===== src/rtl/pipe_hazard_ctrl.sv =====
// pipe_hazard_ctrl: scoreboard-based forwarding, load-use stall, memory freeze and halt/drain control.
module pipe_hazard_ctrl #(
  parameter int RF_ADDRESS  = 5,
  parameter int PIPE_DEPTH  = 3,
  parameter int LOAD_AVAIL  = 2,
  parameter int STALL_CNT_W = 16,
  localparam int SEL_W      = $clog2(PIPE_DEPTH + 1)
) (
  input  logic                   clk,
  input  logic                   reset,
  input  logic                   id_valid,
  input  logic [RF_ADDRESS-1:0]  id_rs1,
  input  logic [RF_ADDRESS-1:0]  id_rs2,
  input  logic                   id_use_rs1,
  input  logic                   id_use_rs2,
  input  logic [RF_ADDRESS-1:0]  id_rd,
  input  logic                   id_regwrite,
  input  logic                   id_memread,
  input  logic                   id_memacc,
  input  logic                   mem_ready,
  input  logic                   br_taken,
  input  logic                   halt_req,
  input  logic                   resume,
  output logic                   pc_hold,
  output logic                   if_id_hold,
  output logic                   flush_if_id,
  output logic                   id_ex_bubble,
  output logic                   freeze,
  output logic [SEL_W-1:0]       fwd_a_sel,
  output logic [SEL_W-1:0]       fwd_b_sel,
  output logic                   halted,
  output logic [STALL_CNT_W-1:0] stall_cnt
);
  typedef enum logic [1:0] {RUN, DRAIN, HALTED} state_t;
  state_t                   state_q, state_d;
  logic [STALL_CNT_W-1:0]   cnt_q, cnt_d;
  logic [PIPE_DEPTH:1]      v_q, rw_q, mr_q, ma_q;
  logic [RF_ADDRESS-1:0]    rd_q [1:PIPE_DEPTH];
  logic [SEL_W-1:0]         sel_a, sel_b;
  logic                     lu_a, lu_b, frz, ld;
  // Scan oldest to youngest so the youngest matching stage is the last one written.
  always_comb begin
    sel_a = '0;
    sel_b = '0;
    lu_a  = 1'b0;
    lu_b  = 1'b0;
    for (int k = PIPE_DEPTH; k >= 1; k--) begin
      if (id_use_rs1 && v_q[k] && rw_q[k] && rd_q[k] == id_rs1 && id_rs1 != '0) begin
        sel_a = SEL_W'(k);
        lu_a  = mr_q[k] && k < LOAD_AVAIL;
      end
      if (id_use_rs2 && v_q[k] && rw_q[k] && rd_q[k] == id_rs2 && id_rs2 != '0) begin
        sel_b = SEL_W'(k);
        lu_b  = mr_q[k] && k < LOAD_AVAIL;
      end
    end
  end
  assign frz       = v_q[LOAD_AVAIL] && ma_q[LOAD_AVAIL] && !mem_ready;
  assign freeze    = frz && !reset;
  assign fwd_a_sel = reset ? '0 : sel_a;
  assign fwd_b_sel = reset ? '0 : sel_b;
  assign halted    = !reset && state_q == HALTED;
  assign stall_cnt = cnt_q;
  assign ld        = id_valid && !id_ex_bubble && state_q == RUN;
  always_comb begin
    pc_hold      = 1'b0;
    if_id_hold   = 1'b0;
    flush_if_id  = 1'b0;
    id_ex_bubble = 1'b0;
    state_d      = state_q;
    cnt_d        = cnt_q;
    if (!reset) begin
      if (frz) begin
        pc_hold    = 1'b1;
        if_id_hold = 1'b1;
      end else begin
        case (state_q)
          RUN: begin
            if (br_taken) begin
              flush_if_id  = 1'b1;
              id_ex_bubble = 1'b1;
            end else if (lu_a || lu_b) begin
              pc_hold      = 1'b1;
              if_id_hold   = 1'b1;
              id_ex_bubble = 1'b1;
              cnt_d        = &cnt_q ? cnt_q : cnt_q + 1'b1;
            end
            state_d = halt_req ? DRAIN : RUN;
          end
          DRAIN: begin
            pc_hold      = 1'b1;
            flush_if_id  = 1'b1;
            id_ex_bubble = 1'b1;
            state_d      = |v_q ? DRAIN : HALTED;
          end
          default: begin
            pc_hold      = 1'b1;
            if_id_hold   = 1'b1;
            id_ex_bubble = 1'b1;
            state_d      = resume ? RUN : HALTED;
          end
        endcase
      end
    end
  end
  always_ff @(posedge clk or posedge reset) begin
    if (reset) begin
      state_q <= RUN;
      cnt_q   <= '0;
      v_q     <= '0;
      rw_q    <= '0;
      mr_q    <= '0;
      ma_q    <= '0;
      for (int k = 1; k <= PIPE_DEPTH; k++) rd_q[k] <= '0;
    end else begin
      state_q <= state_d;
      cnt_q   <= cnt_d;
      if (!frz) begin
        v_q     <= {v_q[PIPE_DEPTH-1:1], ld};
        rw_q    <= {rw_q[PIPE_DEPTH-1:1], id_regwrite};
        mr_q    <= {mr_q[PIPE_DEPTH-1:1], id_memread};
        ma_q    <= {ma_q[PIPE_DEPTH-1:1], id_memacc};
        rd_q[1] <= id_rd;
        for (int k = 2; k <= PIPE_DEPTH; k++) rd_q[k] <= rd_q[k-1];
      end
    end
  end
endmodule


===== config.mk =====
export PLATFORM = sky130hd
export DESIGN_NAME = pipe_hazard_ctrl
export DESIGN_NICKNAME = d
export VERILOG_FILES = /design/src/rtl/pipe_hazard_ctrl.sv
export SDC_FILE = /design/constraint.sdc
export NUM_CORES = 1
export LEC_CHECK = 0
export BUFFER_PORTS_ARGS = -buffer_cell sky130_fd_sc_hd__buf_2
export CAP_MARGIN = 30
export CORE_UTILIZATION = 53
export CTS_CLUSTER_SIZE = 14
export DETAILED_ROUTE_END_ITERATION = 7
export MAX_ROUTING_LAYER = met4
export PLACE_DENSITY = 0.82
export SLEW_MARGIN = 5
export SYNTH_ARGS = -nofsm -noshare
export SYNTH_HDL_FRONTEND = slang
export SYNTH_SLANG_ARGS = --single-unit

===== constraint.sdc =====
create_clock -name clk -period 5.7 [get_ports clk]
set_clock_uncertainty 0.1 [all_clocks]
set_input_delay 1.14 -clock clk [delete_from_list [all_inputs] [get_ports clk]]
set_output_delay 1.14 -clock clk [all_outputs]
set_load 0.05 [all_outputs]

# After elaboration in Yosys (flattened, before gate mapping)
# Cells that the tools add are included.
# classes
n_addsub,1
eq_ne,8
muxes,30
bitwise,4
n_reduce_logical,41
# op_table
op,count
$eq A5 B5 Y1,6
$logic_and A1 B1 Y1,30
$mux W2,10
$mux W1,17
$add A16 B1 Y16 const B,1
$reduce_and A16 Y1,1
$reduce_bool A5 Y1,2
$reduce_and A6 Y1,1
$not A1 Y1,4
$pmux W1 S2,2
$pmux W2 S2,1
$logic_not A1 Y1,3
$reduce_or A3 Y1,1
$eq A2 B1 Y1 const B,1
$eq A2 B2 Y1 const B,1
$logic_not A2 Y1,1
$reduce_and A2 Y1,1
$logic_or A1 B1 Y1,1
# word_totals
reg_bits,42
in_bits,27
out_inout_bits,26
elab_cells,93

# Depth between registers and ports, before layout
# Gate-level depths: netlist of run 1.
# depth
ltp_word,14
depth_mapped,8
ltp_nobuf,7

# Worst setup path after synthesis of run 1
# OpenSTA, ideal clock, no wires.
# synth_timing
path_type,input -> output
from,in id_rs1[3]
to,out fwd_a_sel[1]
arrival_ps,3217
required_time_ps,4460
slack_ps,1243
path_stages,4
n_path_buf,0
path_cell_list,or4_1 > o21ai_2 > or4_2 > a211oi_1
# synth_between
elab_chain_len,7
word_cells_on_any_way,14
classes_between,3 x eq/ne; 4 x mux; 7 x reduce/logical
# synth_lines
item,line,text
from (decl),12,"input logic [RF_ADDRESS-1:0] id_rs1,"
$eq A5 B5 Y1,48,if (id_use_rs1 && v_q[k] && rw_q[k] && rd_q[k] == id_rs1 && id_rs1 != '0) begin
$logic_and A1 B1 Y1 (2 in series),48,
$mux W2 (2 in series),48,
$mux W2 (*),48,
$mux W2 (*),60,assign fwd_a_sel = reset ? '0 : sel_a;
to (decl),29,"output logic [SEL_W-1:0] fwd_a_sel,"
# Mark *: on every way between the ends. The rest lies on a longest branch, timed or not.

# Worst setup path after layout of run 1
# layout_timing
from,in id_rs1[0]
to,out if_id_hold
# layout_between
elab_chain_len,10
word_cells_on_any_way,11
classes_between,1 x eq/ne; 6 x mux; 4 x reduce/logical
# layout_lines
item,line,text
$eq A5 B5 Y1,48,
$logic_and A1 B1 Y1,48,
$logic_and A1 B1 Y1 (*),48,
$mux W1 (*),48,
$logic_or A1 B1 Y1 (*),82,end else if (lu_a || lu_b) begin
$mux W1 (*),82,
$mux W1 (*),79,if (br_taken) begin
$pmux W1 S2 (*),77,case (state_q)
$mux W1 (*),73,if (frz) begin
$mux W1 (*),72,if (!reset) begin
to (decl),25,"output logic if_id_hold,"
# Marks and branches as above.

==> summary.txt, run 1 <==
Placed design
  • RD Place Congestion: 0.962
  • Post-detail-place hpwl: 3.83 mm
  • Placed cells: about 350
  • Post-placement cell area: 2620 um^2
  • Dpl ws: 1.50 ns
  • IO Port Bufs: 52

Floorplanning
  • Die area: roughly 4700 um^2
  • Die W: 68.6 um
  • Core area: about 4000 um^2
  • Initial core utilization: 0.570
  • Die height: 68.6 um
  • Std cell rows: 23
  • Number of I/O pins: 53

Clock network
  • CTS resizes: 0
  • Buffers from clock root to sink, at most: 2
  • Sinks on the clock net: 42
  • Clk_lat worst skew: around 0.29 ns
  • TritonCTS clock tree: done
  • TritonCTS Buffers: 5
  • Post-CTS Repair Setup Buffers: 0
  • Root buf cell: clkbuf_8
  • Reg clk slew, reported paths: 0.08 ns
  • H-tree levels: 2
  • Post-CTS Hold Fix Bufs: 0

Timing
  • Maximum clock frequency: 238 MHz
  • Crit path time final: 4.20 ns
  • Max-slew headroom: 0.457
  • Worst slew pin tran: 0.814 ns
  • Setup Total Neg Slack: 0 ns
  • Final worst path period share: 0.737
  • Hold violation count in the final report: 0
  • Slew Limit Fails: 0
  • RSZ-0062 raised after global routing: false
  • Final worst setup slack: 1.50 ns
  • Setup violation total in the final timing report: 0
  • WHS: 0.362 ns

Finish
  • Ant diodes: 0
  • Area delta synth->final: 17.5%
  • Share of post-route cells with drive strength above 1: 0.237
  • Post-Route Utilization: 0.670
  • Final nets: 331
  • Finished Cell Area: approximately 2800 um^2
  • Non-Filler Instances: 354

Run
  • Max Cap Viol: 0

GRT
  • Wire length of the first global-routing pass: between 8 and 9 mm
  • Global Route Usage Sum: 0.244
  • Antenna violations before repair: 0
  • Overflow after GRT: 0
  • Largest net degree at the start of global routing: 35
  • Number of global-route vias before repair: around 1800

Worst setup path
  • Crit path required time: 4.46 ns
  • Startpoint type of the worst setup path: input pin
  • Critical Path Sink Type: primary output
  • CP max FO: 5
  • Largest stage delay, worst path: 0.53 ns
  • WS Path Type: input pin to primary output
  • Critical path data arrival time: 2.96 ns
  • Critical path's most frequent cell: buf_2
  • CP cell instances: buf_2 -> or4_1 -> o21ai_2 -> nor4_2 -> or2_1 -> a311oi_1 -> nor2_1 -> buf_2
  • Worst path slowest cell: or4_1
  • Worst Setup SP: id_rs1[0]
  • Worst r2r src: v_q[2]

Power
  • NetSw: 323 uW
  • Clk network pwr share: 0.295
  • P_int: approximately 640 uW
  • Leakage: roughly 1.4 nW
  • Max VDD drop: about 0.22 mV
  • Reg power frac: 0.443
  • Comb pwr share: 0.261
  • Total Power: 966 uW
  • Pwr Density: about 350 nW/um^2
  • Sw frac: 0.334

Route
  • Number of DRC markers in iteration 0: ~130
  • Drt drc: 0
  • Drt pass-1 iters: 4
  • Vias per cell: roughly 5.5
  • Post-Route WL: roughly 5.0 mm
  • Wirelength per Cell: 14.2 um
  • Routed Antenna Nets: 0
  • Via count: 1939

Logic synthesis
  • Top cells by count, synth: nand2_1, dfrtp_1, xnor2_1
  • Fraction of registers with async set/reset: 1.00
  • Yosys warnings: 0
  • Synth unique cells: 40
  • Largest cells by area after synthesis: dfrtp_1, xnor2_1, nand2_1, xor2_1, nand4_1
  • Cell area after synthesis: between 2000 and 2500 um^2
  • Top cell type's share of synthesized area: 0.448
  • Yosys reg bits: 42
  • Sequential area share after synthesis: 0.448
  • Largest area contributor in the netlist: dfrtp_1
  • EDFF count, synth: 0
  • Syn Nets: 279
  • Post-Synthesis Cells: about 250
  • Most numerous cell in the Yosys netlist: nand2_1
  • Syn_area_per_cell: 9.35 um^2
  • Synth Flop Type: dfrtp_1

Min path
  • Hold/Removal Path Class: register to register
  • Hold path startpoint: ma_q[1]

Status
  • Status: complete, no violations
state kept, by name, indices dropped and copies added, names as in the netlist:
signal,flops
v_q,3
ma_q,2
rw_q,3
state_q,2
stall_cnt,16
rd_q,15
mr_q,1
power groups by stage:
stage / sequential (mW) / combinational [mW] / clock (mW)
3_5_place_dp: 0.432 / 0.253 / 0
3_3_place_gp: 0.431 / 0.246 / 0
4_1_cts: 0.426 / 0.254 / 0.291
2_1_floorplan: 0.408 / 0.210 / 0
6_report: 0.428 / 0.253 / 0.285
5_1_grt: 0.437 / 0.283 / 0.305
placed cells by master (no fill, tap or decap), types with 2 or more instances in the layout:
cell	count
a21oi_1	5
a31oi_1	2
and3_1	3
and4_1	3
buf_2	52
buf_4	2
bufinv_16	2
clkbuf_8	6
dfrtp_1	42
inv_1	3
nand2_1	72
nand2b_1	2
nand3_1	4
nand3b_1	2
nand4_1	12
nand4_2	3
nor2_1	12
nor3_1	3
nor4_1	2
nor4_2	2
nor4b_1	2
o211a_1	2
o21ai_2	2
or4_1	3
or4_2	2
xnor2_1	35
xor2_1	10
final timing paths:
check                      cells past startpoint  slack (ns)       endpoint
hold / removal                                 2        0.36        ma_q[1]
hold reg to reg                                2        0.36        ma_q[1]
min in group asynchronous                      2        0.80     state_q[1]
max in group asynchronous                      3        3.96        rd_q[1]
setup reg to reg                               6        3.20  stall_cnt[15]
setup / recovery                               8        1.50     if_id_hold
per-layer routing:
layer	global-route usage	vias up	wire length, um
li1	-	962	-
met1	0.340	908	2400
met2	0.354	63	2310
met3	0.0395	6	258
met4	0.0964	0	61
met5	-	-	0
layout make-up:
type | instances | area [um^2]
Timing Repair Buffer | 54 | 275
Clock buffer | 6 | 82.6
Sequential cell | 42 | 1050
Fill cell | 343 | 1360
Clock inverter | 2 | 60.1
Inverter | 3 | 11.3
Tap cell | 50 | 62.6
Multi-Input combinational cell | 197 | 1210
worst max-delay path, delay by kind of cell:
family | cells | cell delay [ns]
and+or+nand+nor | 4 | 1.00
buffers and inverters | 2 | 0.34
AOI/OAI and AO/OA | 2 | 0.47
cells by family (layout without fill, tap and decap cells):
| group | Yosys count | after routing | synth area share |
|---|---|---|---|
| and+or+nand+nor | 133 | 133 | 0.286 |
| buffers and inverters | 12 | 65 | 0.0346 |
| AOI/OAI and AO/OA | 18 | 18 | 0.0581 |
| DFF | 42 | 42 | 0.448 |
| adders and majority gates | 1 | 1 | 0.00533 |
| xor gates and xnor gates | 45 | 45 | 0.168 |
Note: power is estimated with default switching activity, not from simulation.
==> run 2: changes to the inputs <==
--- a/config.mk
+++ b/config.mk
@@ -5,13 +5,14 @@
 export SDC_FILE = /design/constraint.sdc
 export NUM_CORES = 1
 export LEC_CHECK = 0
+export ABC_AREA = 1
 export BUFFER_PORTS_ARGS = -buffer_cell sky130_fd_sc_hd__buf_2
 export CAP_MARGIN = 30
 export CORE_UTILIZATION = 53
 export CTS_CLUSTER_SIZE = 14
 export DETAILED_ROUTE_END_ITERATION = 7
 export MAX_ROUTING_LAYER = met4
-export PLACE_DENSITY = 0.82
+export PLACE_DENSITY = 0.81
 export SLEW_MARGIN = 5
 export SYNTH_ARGS = -nofsm -noshare
 export SYNTH_HDL_FRONTEND = slang
==> constraint.sdc (replaced) <==
create_clock -name clk -period 4.36 [get_ports clk]
set_clock_uncertainty 0.1 [all_clocks]
set_input_delay 0.872 -clock clk [delete_from_list [all_inputs] [get_ports clk]]
set_output_delay 0.872 -clock clk [all_outputs]
set_load 0.05 [all_outputs]
==> summary.txt, run 2 <==
Clock network
  • H-tree levels: 2
  • Post-CTS Repair Setup Buffers: 0
  • CTS resizes: 0
  • TritonCTS clock tree: done
  • Sinks on the clock net: 42
  • Post-CTS Hold Fix Bufs: 0
  • Root buf cell: clkbuf_8
  • Buffers from clock root to sink, at most: 2
  • Reg clk slew, reported paths: 0.08 ns
  • Clk_lat worst skew: 0.30 ns
  • TritonCTS Buffers: 5

Placed design
  • RD Place Congestion: 0.959
  • Post-detail-place hpwl: 4.68 mm
  • Dpl ws: around 1.1 ns
  • Post-placement cell area: 3000 um^2
  • IO Port Bufs: 52

Worst setup path
  • Worst r2r src: stall_cnt[0]
  • CP cell instances: buf_2 -> inv_1 -> nand2_2 -> a211oi_1 -> buf_2
  • Largest stage delay, worst path: 0.50 ns
  • Critical path's most frequent cell: buf_2
  • Crit path required time: 3.39 ns
  • Critical path data arrival time: 2.27 ns
  • Buf/Inv on CP: 3
  • Startpoint type of the worst setup path: input pin
  • WS Path Type: input pin to primary output
  • Setup slack, reg-to-reg: 2.45 ns
  • Worst path slowest cell: inv_1
  • Critical Path Sink Type: primary output
  • RR Endpoint: stall_cnt[7]
  • Worst reg2reg path depth: 10
  • CP max FO: 18
  • Largest delay share family, worst path: buffers and inverters

Timing
  • Crit path time final: 3.24 ns
  • Final worst setup slack: 1.12 ns
  • RSZ-0062 raised after global routing: false
  • Hold violation count in the final report: 0
  • Worst slew pin tran: roughly 0.66 ns
  • Maximum clock frequency: 308 MHz
  • Setup violation total in the final timing report: 0
  • Slew Limit Fails: 0
  • Final worst path period share: 0.744
  • Max-slew headroom: 0.558
  • Setup Total Neg Slack: 0 ns

GRT
  • Global Route Usage Sum: 0.272
  • Largest net degree at the start of global routing: 28
  • Overflow after GRT: 0
  • Wire length of the first global-routing pass: 10.7 mm
  • Antenna violations before repair: 0
  • Number of global-route vias before repair: 2274

Floorplanning
  • Std cell rows: 25
  • Die area: ~5400 um^2
  • Number of I/O pins: 53
  • Core area: 4790 um^2
  • Die W: roughly 73 um
  • Initial core utilization: 0.561
  • Die height: approximately 73 um

Logic synthesis
  • Sequential area share after synthesis: 0.392
  • Syn Nets: 401
  • Yosys warnings: 0
  • Top cells by count, synth: nand2_1, dfrtp_1, inv_1
  • Synth unique cells: 29
  • Post-Synthesis Cells: 373
  • Syn_area_per_cell: 7.19 um^2
  • Top cell type's share of synthesized area: 0.392
  • Most numerous cell in the Yosys netlist: nand2_1
  • EDFF count, synth: 0
  • Cell area after synthesis: 2680 um^2
  • Yosys reg bits: 42
  • Largest area contributor in the netlist: dfrtp_1
  • Largest cells by area after synthesis: dfrtp_1, nand2_1, xnor2_1, inv_1, nand4_1
  • Synth Flop Type: dfrtp_1
  • Fraction of registers with async set/reset: 1.00

Finish
  • Share of post-route cells with drive strength above 1: 0.183
  • Final nets: 454
  • Ant diodes: 0
  • Finished Cell Area: 3090 um^2
  • Most frequent cells in the layout: nand2_1, buf_2, dfrtp_1
  • Max reg flops: 16
  • Area delta synth->final: 15.3%
  • Leading cell type in the layout, fill and taps excluded: nand2_1

Route
  • Post-Route WL: 6.29 mm
  • Via count: approximately 2500
  • Number of DRC markers in iteration 0: 250
  • Drt pass-1 iters: 5
  • Wirelength per Cell: approximately 13 um
  • Routed Antenna Nets: 0
  • Vias per cell: 5.11
  • Drt drc: 0

Min path
  • Hold Path Stages: 2
  • Hold path startpoint: ma_q[1]
  • Worst Hold Path EP: ma_q[2]
  • Hold/Removal Path Class: register to register

Power
  • Leakage: approximately 1.6 nW
  • Pwr Density: 344 nW/um^2
  • Max VDD drop: ~0.28 mV

Run
  • Max Cap Viol: 0

Status
  • Status: complete, no violations
[run 2: metal layers]
layer	wire length, um	global-route usage	part of all wire
met1	3090	0.381	0.49
met2	2800	0.402	0.45
met3	274	0.0497	0.044
met4	113	0.0784	0.018
met5	0	-	0
[run 2: worst register-to-register path: stages, from the launching register on]
cell	delay (ns)
dfrtp_1	0.42
ha_1	0.21
inv_1	0.07
nor2_2	0.19
nand2_2	0.10
o21ai_2	0.15
nor2_2	0.04
buf_4	0.20
nand3_4	0.22
nand2_1	0.08
nand2_1	0.07
[run 2: final cells by class]
| type | instances | area [um^2] |
|---|---|---|
| clock buffer | 6 | 82.6 |
| clock inverter | 2 | 12.5 |
| fill | 444 | 1690 |
| inverter | 41 | 154 |
| multi-input combinational | 280 | 1420 |
| sequential | 42 | 1050 |
| tap | 67 | 83.8 |
| timing repair buffer | 56 | 290 |
[run 2: logic make-up (layout without fill, tap and decap cells)]
| logic type | Yosys count | after routing | synth area share |
|---|---|---|---|
| AND/OR/NAND/NOR | 220 | 220 | 0.364 |
| buffers and inverters | 51 | 105 | 0.0798 |
| AO/OA/AOI/OAI | 27 | 27 | 0.0555 |
| flip-flops | 42 | 42 | 0.392 |
| XOR/XNOR | 32 | 32 | 0.104 |
| adder cells (fa/ha/maj) | 1 | 1 | 0.00466 |
[run 2: worst max path at each step]
stage                from            to  slack, ns  depth (start not counted)
finish              reset   flush_if_id       1.12                          5
global route        reset  id_ex_bubble       0.93                          7
CTS                 reset   flush_if_id       1.07                          5
detailed placement  reset   flush_if_id       1.08                          5
global placement    reset  id_ex_bubble       1.16                          7
floorplan           reset   flush_if_id       0.05                          4
[run 2: metrics by stage]
| step | utilization | total power [mW] | hold WS, ns | std cells |
|---|---|---|---|---|
| global route | 0.646 | 1.13 | 0.380 | 494 |
| CTS | 0.646 | 1.07 | 0.356 | 494 |
| global placement | 0.626 | 0.794 | 0.334 | 486 |
| floorplan | - | 0.714 | 0.320 | 373 |
| detailed placement | 0.626 | 0.800 | 0.336 | 486 |
| finish | 0.646 | 1.06 | 0.353 | 494 |
[run 2: power by group]
group          leakage [nW]  total (mW)  switching [mW]  internal, mW
Combinational          1.04       0.308           0.208        0.0999
Sequential            0.535       0.488          0.0513         0.437
Clock                0.0472       0.267           0.140         0.127
Total                  1.62        1.06           0.398         0.664
